## src/rtl/multicycle_control_if.sv

```systemverilog
// ---------------------------------------------------------------------------
// multicycle_control_if
// Control bundle between the multicycle sequencer and the shared datapath.
//
// Signals (direction seen from the controller / master side):
//   instruction  in  32  IR contents, valid from DECODE onward
//   mem_ready    in   1  memory completes the current request this cycle
//   alu_zero     in   1  ALU result == 0, combinational from datapath
//   mem_req      out  1  memory request, held until mem_ready
//   mem_we       out  1  write strobe qualifying mem_req
//   mem_addr_sel out  1  0 = PC, 1 = ALUOut
//   ir_write     out  1  latch memory read data into IR
//   pc_write     out  1  load PC
//   pc_src       out  2  0 = PC+4, 1 = ALUOut, 2 = jump target
//   alu_src_a    out  1  0 = PC, 1 = rs data
//   alu_src_b    out  2  0 = rt, 1 = 4, 2 = sext(imm), 3 = sext(imm)<<2
//   alu_op       out  3  ALU operation code
//   reg_write    out  1  register file write enable
//   reg_dst      out  1  0 = rt, 1 = rd
//   mem_to_reg   out  1  0 = ALUOut, 1 = memory data register
//   state        out  3  current state (debug)
//   illegal      out  1  undecoded instruction trapped
//   retired      out 32  completed-instruction count
// ---------------------------------------------------------------------------
interface multicycle_control_if;
    logic [31:0] instruction;
    logic        mem_ready;
    logic        alu_zero;
    logic        mem_req;
    logic        mem_we;
    logic        mem_addr_sel;
    logic        ir_write;
    logic        pc_write;
    logic [1:0]  pc_src;
    logic        alu_src_a;
    logic [1:0]  alu_src_b;
    logic [2:0]  alu_op;
    logic        reg_write;
    logic        reg_dst;
    logic        mem_to_reg;
    logic [2:0]  state;
    logic        illegal;
    logic [31:0] retired;

    modport master (
        input  instruction, mem_ready, alu_zero,
        output mem_req, mem_we, mem_addr_sel, ir_write, pc_write, pc_src,
               alu_src_a, alu_src_b, alu_op, reg_write, reg_dst, mem_to_reg,
               state, illegal, retired
    );

    modport slave (
        output instruction, mem_ready, alu_zero,
        input  mem_req, mem_we, mem_addr_sel, ir_write, pc_write, pc_src,
               alu_src_a, alu_src_b, alu_op, reg_write, reg_dst, mem_to_reg,
               state, illegal, retired
    );
endinterface

```

## src/rtl/multicycle_control.sv

```systemverilog
// ---------------------------------------------------------------------------
// multicycle_control
// FSM sequencer for a single-memory-port multicycle datapath. Walks each
// instruction through FETCH/DECODE/EXEC/MEM/WB, traps undecoded
// instructions, and counts retired instructions.
//
// Ports:
//   clk      in   rising-edge clock
//   reset_n  in   asynchronous active-low reset
//   bus      master side of multicycle_control_if (datapath controls)
// ---------------------------------------------------------------------------
module multicycle_control (
    input  logic                 clk,
    input  logic                 reset_n,
    multicycle_control_if.master bus
);
    typedef enum logic [2:0] {
        S_FETCH  = 3'd0,
        S_DECODE = 3'd1,
        S_EXEC   = 3'd2,
        S_MEM    = 3'd3,
        S_WB     = 3'd4,
        S_TRAP   = 3'd5
    } state_t;

    localparam logic [5:0] OPC_RTYPE = 6'h00;
    localparam logic [5:0] OPC_J     = 6'h02;
    localparam logic [5:0] OPC_BEQ   = 6'h04;
    localparam logic [5:0] OPC_ADDI  = 6'h08;
    localparam logic [5:0] OPC_LW    = 6'h23;
    localparam logic [5:0] OPC_SW    = 6'h2B;

    localparam logic [5:0] FN_ADD = 6'h20;
    localparam logic [5:0] FN_SUB = 6'h22;
    localparam logic [5:0] FN_AND = 6'h24;
    localparam logic [5:0] FN_OR  = 6'h25;
    localparam logic [5:0] FN_SLT = 6'h2A;

    localparam logic [2:0] OP_ADD = 3'd0;
    localparam logic [2:0] OP_SUB = 3'd1;
    localparam logic [2:0] OP_AND = 3'd2;
    localparam logic [2:0] OP_OR  = 3'd3;
    localparam logic [2:0] OP_SLT = 3'd4;

    state_t      r_state;
    state_t      w_next;
    logic [31:0] r_retired;
    logic        w_retire;
    logic [5:0]  w_opcode;
    logic [5:0]  w_func;
    logic        w_unused_ir;

    assign w_opcode    = bus.instruction[31:26];
    assign w_func      = bus.instruction[5:0];
    // Register/immediate fields are consumed by the datapath, not here.
    assign w_unused_ir = ^bus.instruction[25:6];

    function automatic logic [2:0] func_to_aluop(input logic [5:0] f);
        case (f)
            FN_SUB:  return OP_SUB;
            FN_AND:  return OP_AND;
            FN_OR:   return OP_OR;
            FN_SLT:  return OP_SLT;
            default: return OP_ADD;
        endcase
    endfunction

    function automatic logic is_known(input logic [5:0] opc, input logic [5:0] f);
        case (opc)
            OPC_RTYPE: return (f == FN_ADD) || (f == FN_SUB) || (f == FN_AND) ||
                              (f == FN_OR)  || (f == FN_SLT);
            OPC_J, OPC_BEQ, OPC_ADDI, OPC_LW, OPC_SW: return 1'b1;
            default:   return 1'b0;
        endcase
    endfunction

    always_ff @(posedge clk or negedge reset_n) begin
        if (!reset_n) begin
            r_state   <= S_FETCH;
            r_retired <= 32'd0;
        end else begin
            r_state <= w_next;
            if (w_retire)
                r_retired <= r_retired + 32'd1;
        end
    end

    // Outputs are forced low while reset_n is asserted so an in-flight
    // memory request drops immediately rather than at the next edge.
    always_comb begin
        w_next           = r_state;
        bus.mem_req      = 1'b0;
        bus.mem_we       = 1'b0;
        bus.mem_addr_sel = 1'b0;
        bus.ir_write     = 1'b0;
        bus.pc_write     = 1'b0;
        bus.pc_src       = 2'd0;
        bus.alu_src_a    = 1'b0;
        bus.alu_src_b    = 2'd0;
        bus.alu_op       = OP_ADD;
        bus.reg_write    = 1'b0;
        bus.reg_dst      = 1'b0;
        bus.mem_to_reg   = 1'b0;
        bus.illegal      = 1'b0;
        if (reset_n) begin
            case (r_state)
                S_FETCH: begin
                    bus.mem_req   = 1'b1;
                    bus.alu_src_b = 2'd1;
                    if (bus.mem_ready) begin
                        bus.ir_write = 1'b1;
                        bus.pc_write = 1'b1;
                        w_next       = S_DECODE;
                    end
                end
                S_DECODE: begin
                    // Branch target precomputed into ALUOut.
                    bus.alu_src_b = 2'd3;
                    w_next = is_known(w_opcode, w_func) ? S_EXEC : S_TRAP;
                end
                S_EXEC: begin
                    case (w_opcode)
                        OPC_RTYPE: begin
                            bus.alu_src_a = 1'b1;
                            bus.alu_op    = func_to_aluop(w_func);
                            w_next        = S_WB;
                        end
                        OPC_ADDI: begin
                            bus.alu_src_a = 1'b1;
                            bus.alu_src_b = 2'd2;
                            w_next        = S_WB;
                        end
                        OPC_LW, OPC_SW: begin
                            bus.alu_src_a = 1'b1;
                            bus.alu_src_b = 2'd2;
                            w_next        = S_MEM;
                        end
                        OPC_BEQ: begin
                            bus.alu_src_a = 1'b1;
                            bus.alu_op    = OP_SUB;
                            bus.pc_write  = bus.alu_zero;
                            bus.pc_src    = 2'd1;
                            w_next        = S_FETCH;
                        end
                        OPC_J: begin
                            bus.pc_write = 1'b1;
                            bus.pc_src   = 2'd2;
                            w_next       = S_FETCH;
                        end
                        // IR changed under us after DECODE: treat as illegal.
                        default: w_next = S_TRAP;
                    endcase
                end
                S_MEM: begin
                    bus.mem_req      = 1'b1;
                    bus.mem_addr_sel = 1'b1;
                    bus.mem_we       = (w_opcode == OPC_SW);
                    if (bus.mem_ready)
                        w_next = (w_opcode == OPC_LW) ? S_WB : S_FETCH;
                end
                S_WB: begin
                    bus.reg_write  = 1'b1;
                    bus.reg_dst    = (w_opcode == OPC_RTYPE);
                    bus.mem_to_reg = (w_opcode == OPC_LW);
                    w_next         = S_FETCH;
                end
                S_TRAP: begin
                    bus.illegal = 1'b1;
                end
                default: w_next = S_TRAP;
            endcase
        end
    end

    assign w_retire = ((r_state == S_EXEC) || (r_state == S_MEM) || (r_state == S_WB)) &&
                      (w_next == S_FETCH);

    assign bus.state   = r_state;
    assign bus.retired = r_retired;
endmodule

```

## src/flat_wrapper.sv

```systemverilog
// flat-port wrapper written by rule: the top's interface ports become plain ports
module multicycle_control_flat 
  (clk, reset_n, bus_instruction, bus_mem_ready, bus_alu_zero, bus_mem_req, bus_mem_we, bus_mem_addr_sel, bus_ir_write, bus_pc_write, bus_pc_src, bus_alu_src_a, bus_alu_src_b, bus_alu_op, bus_reg_write, bus_reg_dst, bus_mem_to_reg, bus_state, bus_illegal, bus_retired);
  multicycle_control_if bus_i ();
  input  logic clk;
  input  logic reset_n;
  input wire logic [$bits(bus_i.instruction)-1:0] bus_instruction;
  input wire logic [$bits(bus_i.mem_ready)-1:0] bus_mem_ready;
  input wire logic [$bits(bus_i.alu_zero)-1:0] bus_alu_zero;
  output wire logic [$bits(bus_i.mem_req)-1:0] bus_mem_req;
  output wire logic [$bits(bus_i.mem_we)-1:0] bus_mem_we;
  output wire logic [$bits(bus_i.mem_addr_sel)-1:0] bus_mem_addr_sel;
  output wire logic [$bits(bus_i.ir_write)-1:0] bus_ir_write;
  output wire logic [$bits(bus_i.pc_write)-1:0] bus_pc_write;
  output wire logic [$bits(bus_i.pc_src)-1:0] bus_pc_src;
  output wire logic [$bits(bus_i.alu_src_a)-1:0] bus_alu_src_a;
  output wire logic [$bits(bus_i.alu_src_b)-1:0] bus_alu_src_b;
  output wire logic [$bits(bus_i.alu_op)-1:0] bus_alu_op;
  output wire logic [$bits(bus_i.reg_write)-1:0] bus_reg_write;
  output wire logic [$bits(bus_i.reg_dst)-1:0] bus_reg_dst;
  output wire logic [$bits(bus_i.mem_to_reg)-1:0] bus_mem_to_reg;
  output wire logic [$bits(bus_i.state)-1:0] bus_state;
  output wire logic [$bits(bus_i.illegal)-1:0] bus_illegal;
  output wire logic [$bits(bus_i.retired)-1:0] bus_retired;
  assign bus_i.instruction = bus_instruction;
  assign bus_i.mem_ready = bus_mem_ready;
  assign bus_i.alu_zero = bus_alu_zero;
  assign bus_mem_req = bus_i.mem_req;
  assign bus_mem_we = bus_i.mem_we;
  assign bus_mem_addr_sel = bus_i.mem_addr_sel;
  assign bus_ir_write = bus_i.ir_write;
  assign bus_pc_write = bus_i.pc_write;
  assign bus_pc_src = bus_i.pc_src;
  assign bus_alu_src_a = bus_i.alu_src_a;
  assign bus_alu_src_b = bus_i.alu_src_b;
  assign bus_alu_op = bus_i.alu_op;
  assign bus_reg_write = bus_i.reg_write;
  assign bus_reg_dst = bus_i.reg_dst;
  assign bus_mem_to_reg = bus_i.mem_to_reg;
  assign bus_state = bus_i.state;
  assign bus_illegal = bus_i.illegal;
  assign bus_retired = bus_i.retired;
  multicycle_control u_core (.clk(clk), .reset_n(reset_n), .bus(bus_i));
endmodule
```

## config.mk

```make
export PLATFORM = sky130hd
export DESIGN_NAME = multicycle_control_flat
export DESIGN_NICKNAME = d
export VERILOG_FILES = /design/src/rtl/multicycle_control_if.sv /design/src/rtl/multicycle_control.sv /design/src/flat_wrapper.sv
export SDC_FILE = /design/constraint.sdc
export NUM_CORES = 1
export LEC_CHECK = 0
export CAP_MARGIN = 0
export CORE_MARGIN = 2
export CORE_UTILIZATION = 45
export DETAILED_ROUTE_END_ITERATION = 8
export PLACE_DENSITY = 0.83
export SLEW_MARGIN = 0
export SYNTH_ARGS = -nofsm -noshare
export SYNTH_HDL_FRONTEND = slang
export SYNTH_SLANG_ARGS = --single-unit
```

## constraint.sdc

```tcl
create_clock -name clk -period 5.4 [get_ports clk]
set_input_delay 1.08 -clock clk [delete_from_list [all_inputs] [get_ports clk]]
set_output_delay 1.08 -clock clk [all_outputs]
set_load 0.03 [all_outputs]
```

==> out/results.md <==
| Group | Quantity | Value |
|---|---|---|
| clocking | Clock edge transition at the registers on the reported setup and hold paths | 0.06 ns |
| placed design | Routability-driven placement congestion ratio | 0.848 |
| clocking | Clock tree from TritonCTS | built |
| timing | Worst-Margin Slew | 0.582 ns |
| timing | Crit share post-route | 89.4% |
| setup path | Maximum fanout encountered on the critical timing path | 5 |
| outcome | Outcome | finished clean |
| setup path | Startpoint types | input pin |
| logic synthesis | Mapped Area | 2230 um^2 |
| detailed routing | Detail-routed net length per standard cell | 14.1 um |
| pwr | Power density relative to cell area | 325 nW/um^2 |
| timing | RSZ-0062 raised after global routing | no |
| logic synthesis | Gate Count Post-Synth | 234 |
| setup path | Worst setup EP type | output port |
| detailed routing | DR DRC count | 0 |
| global route | Number of antenna violations at the first check in global routing | 0 |
| timing | Max Transition Viols Final | 0 |
| logic synthesis | Share of synthesized flip-flops with an asynchronous set or reset | 100% |
| pwr | Leakage | 1.27 nW |
| timing | Max Clock Freq | 207 MHz |
| timing | Clock tree skew after final layout | 0.00756 ns |
| die | Initial cell density of the core | 46.8% |
| clocking | Setup Fix Bufs, Post-CTS | 0 |
| die | Boundary pin count | 88 |
| clocking | Clk root buf | sky130_fd_sc_hd__clkbuf_8 |
| min path | Kind of path behind the tightest hold check | register to register |
| placed design | Detail Placement HPWL | 3880 um |
| clocking | H-Tree Depth | 2 |
| setup path | Data arrival time of the worst path | 3.75 ns |
| clocking | Clock sink count | 35 |
| die | Die Height | 74.3 um |
| timing | Headroom to the max-slew limit | 61.2% |
| detailed routing | First-pass detailed-route iteration total | 4 |
| die | Count of standard-cell rows | 25 |
| detailed routing | Mean number of vias per cell | 5.29 |
| clocking | Clk Latency, worst-skew pair | 0.29 ns |
| finish | Ratio of cells with drive above 1 in the final layout | 9.67% |
| detailed routing | Total via count in the routed design | 1,940 |
| timing | Setup-violating endpoint count in the final report | 0 |
| timing | Final setup TNS | 0 ns |
| detailed routing | Number of DRC markers in iteration 0 | 130 |
| detailed routing | Total length of routed wires | 5190 um |
| clocking | CTS Hold Bufs | 0 |
| global route | Largest net degree at the start of global routing | 34 |
| finish | Number of diodes | 0 |
| pwr | Worst IR Drop VDD | 0.343 mV |
| clocking | Cts bufs inserted | 5 |
| logic synthesis | Synthesized Nets | 271 |
| finish | Area occupied by registers | 876 um^2 |
| logic synthesis | Fraction of the yosys area taken by sequential cells | 39.3% |
| die | Core Area | 4750 um^2 |
| logic synthesis | Synthesized flop and latch total | 35 |
| placed design | IO buf count | 67 |
| logic synthesis | Dominant cells by area after synthesis | sky130_fd_sc_hd__dfrtp_1 39%, sky130_fd_sc_hd__xor2_1 9.1%, sky130_fd_sc_hd__nor4_4 3.8%, sky130_fd_sc_hd__nor3_1 3.6%, sky130_fd_sc_hd__nand2_1 3.5% |
| timing | Hold slack | 0.465 ns |
| logic synthesis | Distinct cell type count of the synthesized netlist | 49 |
| finish | Area used by multi-input combinational logic | 1230 um^2 |
| logic synthesis | Avg Inst Size Synth | 9.51 um^2 |
| die | Die X-Extent | 74.3 um |
| logic synthesis | Most used flip-flop cell after synthesis | sky130_fd_sc_hd__dfrtp_1 |
| global route | Overflow left after global routing | 0 |
| die | Die area | 5520 um^2 |
| clocking | Max Buffers Root-to-Sink | 2 |
| logic synthesis | Number of flops mapped to enable cells by yosys | 0 |
| global route | Wire length of the first global-routing pass | 8420 um |
| global route | Vias in the first global route | 1,806 |
| timing | Count of endpoints failing hold in the final timing report | 0 |
| finish | Fillers | 426 |
| setup path | Crit path required time | 4.32 ns |
| detailed routing | Number of routed nets with antenna violations | 0 |
| setup path | Classification of the worst setup path | input pin to output port |
| finish | # nets final | 336 |
| timing | Time the final worst path needs with I/O delays and setup | 4.83 ns |
| logic synthesis | Cell taking the most area after synthesis | sky130_fd_sc_hd__dfrtp_1 |
| finish | Synth-to-Final Area Change | 35.3% |
| logic synthesis | Fraction of post-synthesis cell area in the top cell type by area | 39.3% |
| clocking | Number of gates given a new drive strength after cts | 0 |
| global route | GR Util All Layers | 19.9% |
| logic synthesis | Yosys warning count | 0 |
| job | Total of max-cap violations | 0 |
-- routing by layer --
metal / vias up / share of wire, % / wire [um] / global-route usage, %
met5: - / 0 / 0 / 0
met4: 0 / 1.2 / 63 / 7.34
met3: 8 / 4.3 / 223 / 4.20
met2: 50 / 49 / 2520 / 32.3
met1: 934 / 46 / 2380 / 26.3
li1: 948 / - / - / -
-- area by class of cell --
type                       count  share of cell area [%]
clock buffer                   8                    3.32
inverter                      12                    1.50
multi-input combinational    177                    41.0
sequential                    35                    29.1
tap                           67                    2.78
timing repair buffer          68                    22.4
-- placed cells by master (no fill, tap or decap), types with 2 or more instances in the layout --
cell type / Yosys / final
sky130_fd_sc_hd__inv_1: 12 / 12
sky130_fd_sc_hd__clkbuf_8: 0 / 7
sky130_fd_sc_hd__or3_1: 3 / 3
sky130_fd_sc_hd__xor2_1: 23 / 23
sky130_fd_sc_hd__o211ai_2: 2 / 2
sky130_fd_sc_hd__a21oi_1: 6 / 6
sky130_fd_sc_hd__clkdlybuf4s50_1: 0 / 66
sky130_fd_sc_hd__or2_2: 2 / 2
sky130_fd_sc_hd__dfrtp_1: 35 / 35
sky130_fd_sc_hd__nor4_2: 4 / 4
sky130_fd_sc_hd__nor4_4: 4 / 4
sky130_fd_sc_hd__nor4_1: 4 / 4
sky130_fd_sc_hd__nand4_1: 6 / 6
sky130_fd_sc_hd__nor2_1: 21 / 21
sky130_fd_sc_hd__nor3_1: 16 / 16
sky130_fd_sc_hd__nand2_1: 21 / 21
sky130_fd_sc_hd__nand2b_1: 4 / 4
sky130_fd_sc_hd__nor2b_1: 3 / 3
sky130_fd_sc_hd__o211ai_1: 2 / 2
sky130_fd_sc_hd__nand3_1: 11 / 11
sky130_fd_sc_hd__xnor2_1: 9 / 9
sky130_fd_sc_hd__o21ai_0: 4 / 4
sky130_fd_sc_hd__a31oi_1: 2 / 2
sky130_fd_sc_hd__and3_1: 7 / 7
-- Yosys cell counts (6+ instances only) --
| library cell | instances |
|---|---|
| sky130_fd_sc_hd__a21oi_1 | 6 |
| sky130_fd_sc_hd__and3_1 | 7 |
| sky130_fd_sc_hd__dfrtp_1 | 35 |
| sky130_fd_sc_hd__inv_1 | 12 |
| sky130_fd_sc_hd__nand2_1 | 21 |
| sky130_fd_sc_hd__nand3_1 | 11 |
| sky130_fd_sc_hd__nand4_1 | 6 |
| sky130_fd_sc_hd__nor2_1 | 21 |
| sky130_fd_sc_hd__nor3_1 | 16 |
| sky130_fd_sc_hd__xnor2_1 | 9 |
| sky130_fd_sc_hd__xor2_1 | 23 |
-- state kept, by name, summed over array words and instances (netlist names) --
name / cells
u_core.bus.retired: 32
u_core.bus.state: 3
-- final timing paths --
path,from,end,slack [ns],cells after the start
min in group asynchronous,reset_n,u_core.bus.state[1],0.68,1
max in group asynchronous,reset_n,u_core.bus.retired[28],4.01,2
hold reg to reg,u_core.bus.retired[31],u_core.bus.retired[31],0.47,1
setup reg to reg,u_core.bus.state[1],u_core.bus.retired[24],2.85,6
hold / removal,u_core.bus.retired[31],u_core.bus.retired[31],0.47,1
setup / recovery,bus_instruction[26],bus_alu_op[1],0.57,7
-- cell families (layout without fill, tap and decap cells) --
family | count (synthesis) | in the layout | share of synthesized area [%]
AND/OR/NAND/NOR | 116 | 116 | 32.2
flip-flops | 35 | 35 | 39.3
XOR/XNOR | 32 | 32 | 12.6
AO/OA/AOI/OAI | 25 | 25 | 8.66
buffers and inverters | 22 | 88 | 5.23
adder cells (fa/ha/maj) | 2 | 2 | 1.01
multiplexers | 2 | 2 | 0.956
-- worst max-delay path: stages --
cell	delay, ns
sky130_fd_sc_hd__clkdlybuf4s50_1	0.51
sky130_fd_sc_hd__or3_1	0.44
sky130_fd_sc_hd__or3_1	0.39
sky130_fd_sc_hd__nor2_1	0.12
sky130_fd_sc_hd__nand3_1	0.13
sky130_fd_sc_hd__nor4b_1	0.36
sky130_fd_sc_hd__clkdlybuf4s50_1	0.73
-- through the flow --
| step | power [mW] | cell area (um^2) | utilization [%] | cells | worst slack, ns |
|---|---|---|---|---|---|
| 2_1_floorplan | 0.627 | 2230 | - | 234 | 1.21 |
| 3_3_place_gp | 0.766 | 2910 | 61.2 | 359 | 0.605 |
| 3_5_place_dp | 0.775 | 2910 | 61.2 | 359 | 0.598 |
| 4_1_cts | 0.987 | 3010 | 63.3 | 367 | 0.571 |
| 5_1_grt | 1.03 | 3010 | 63.3 | 367 | 0.459 |
| 6_report | 0.980 | 3010 | 63.3 | 367 | 0.575 |
-- report_power, final --
part           internal [mW]  leakage (nW)  total (mW)  switching (mW)
combinational          0.162         0.797       0.401           0.239
clock                  0.116        0.0515       0.210          0.0936
sequential             0.300         0.421       0.369          0.0691
total                  0.578          1.27       0.980           0.402
Note: power is estimated with default switching activity, not from simulation.
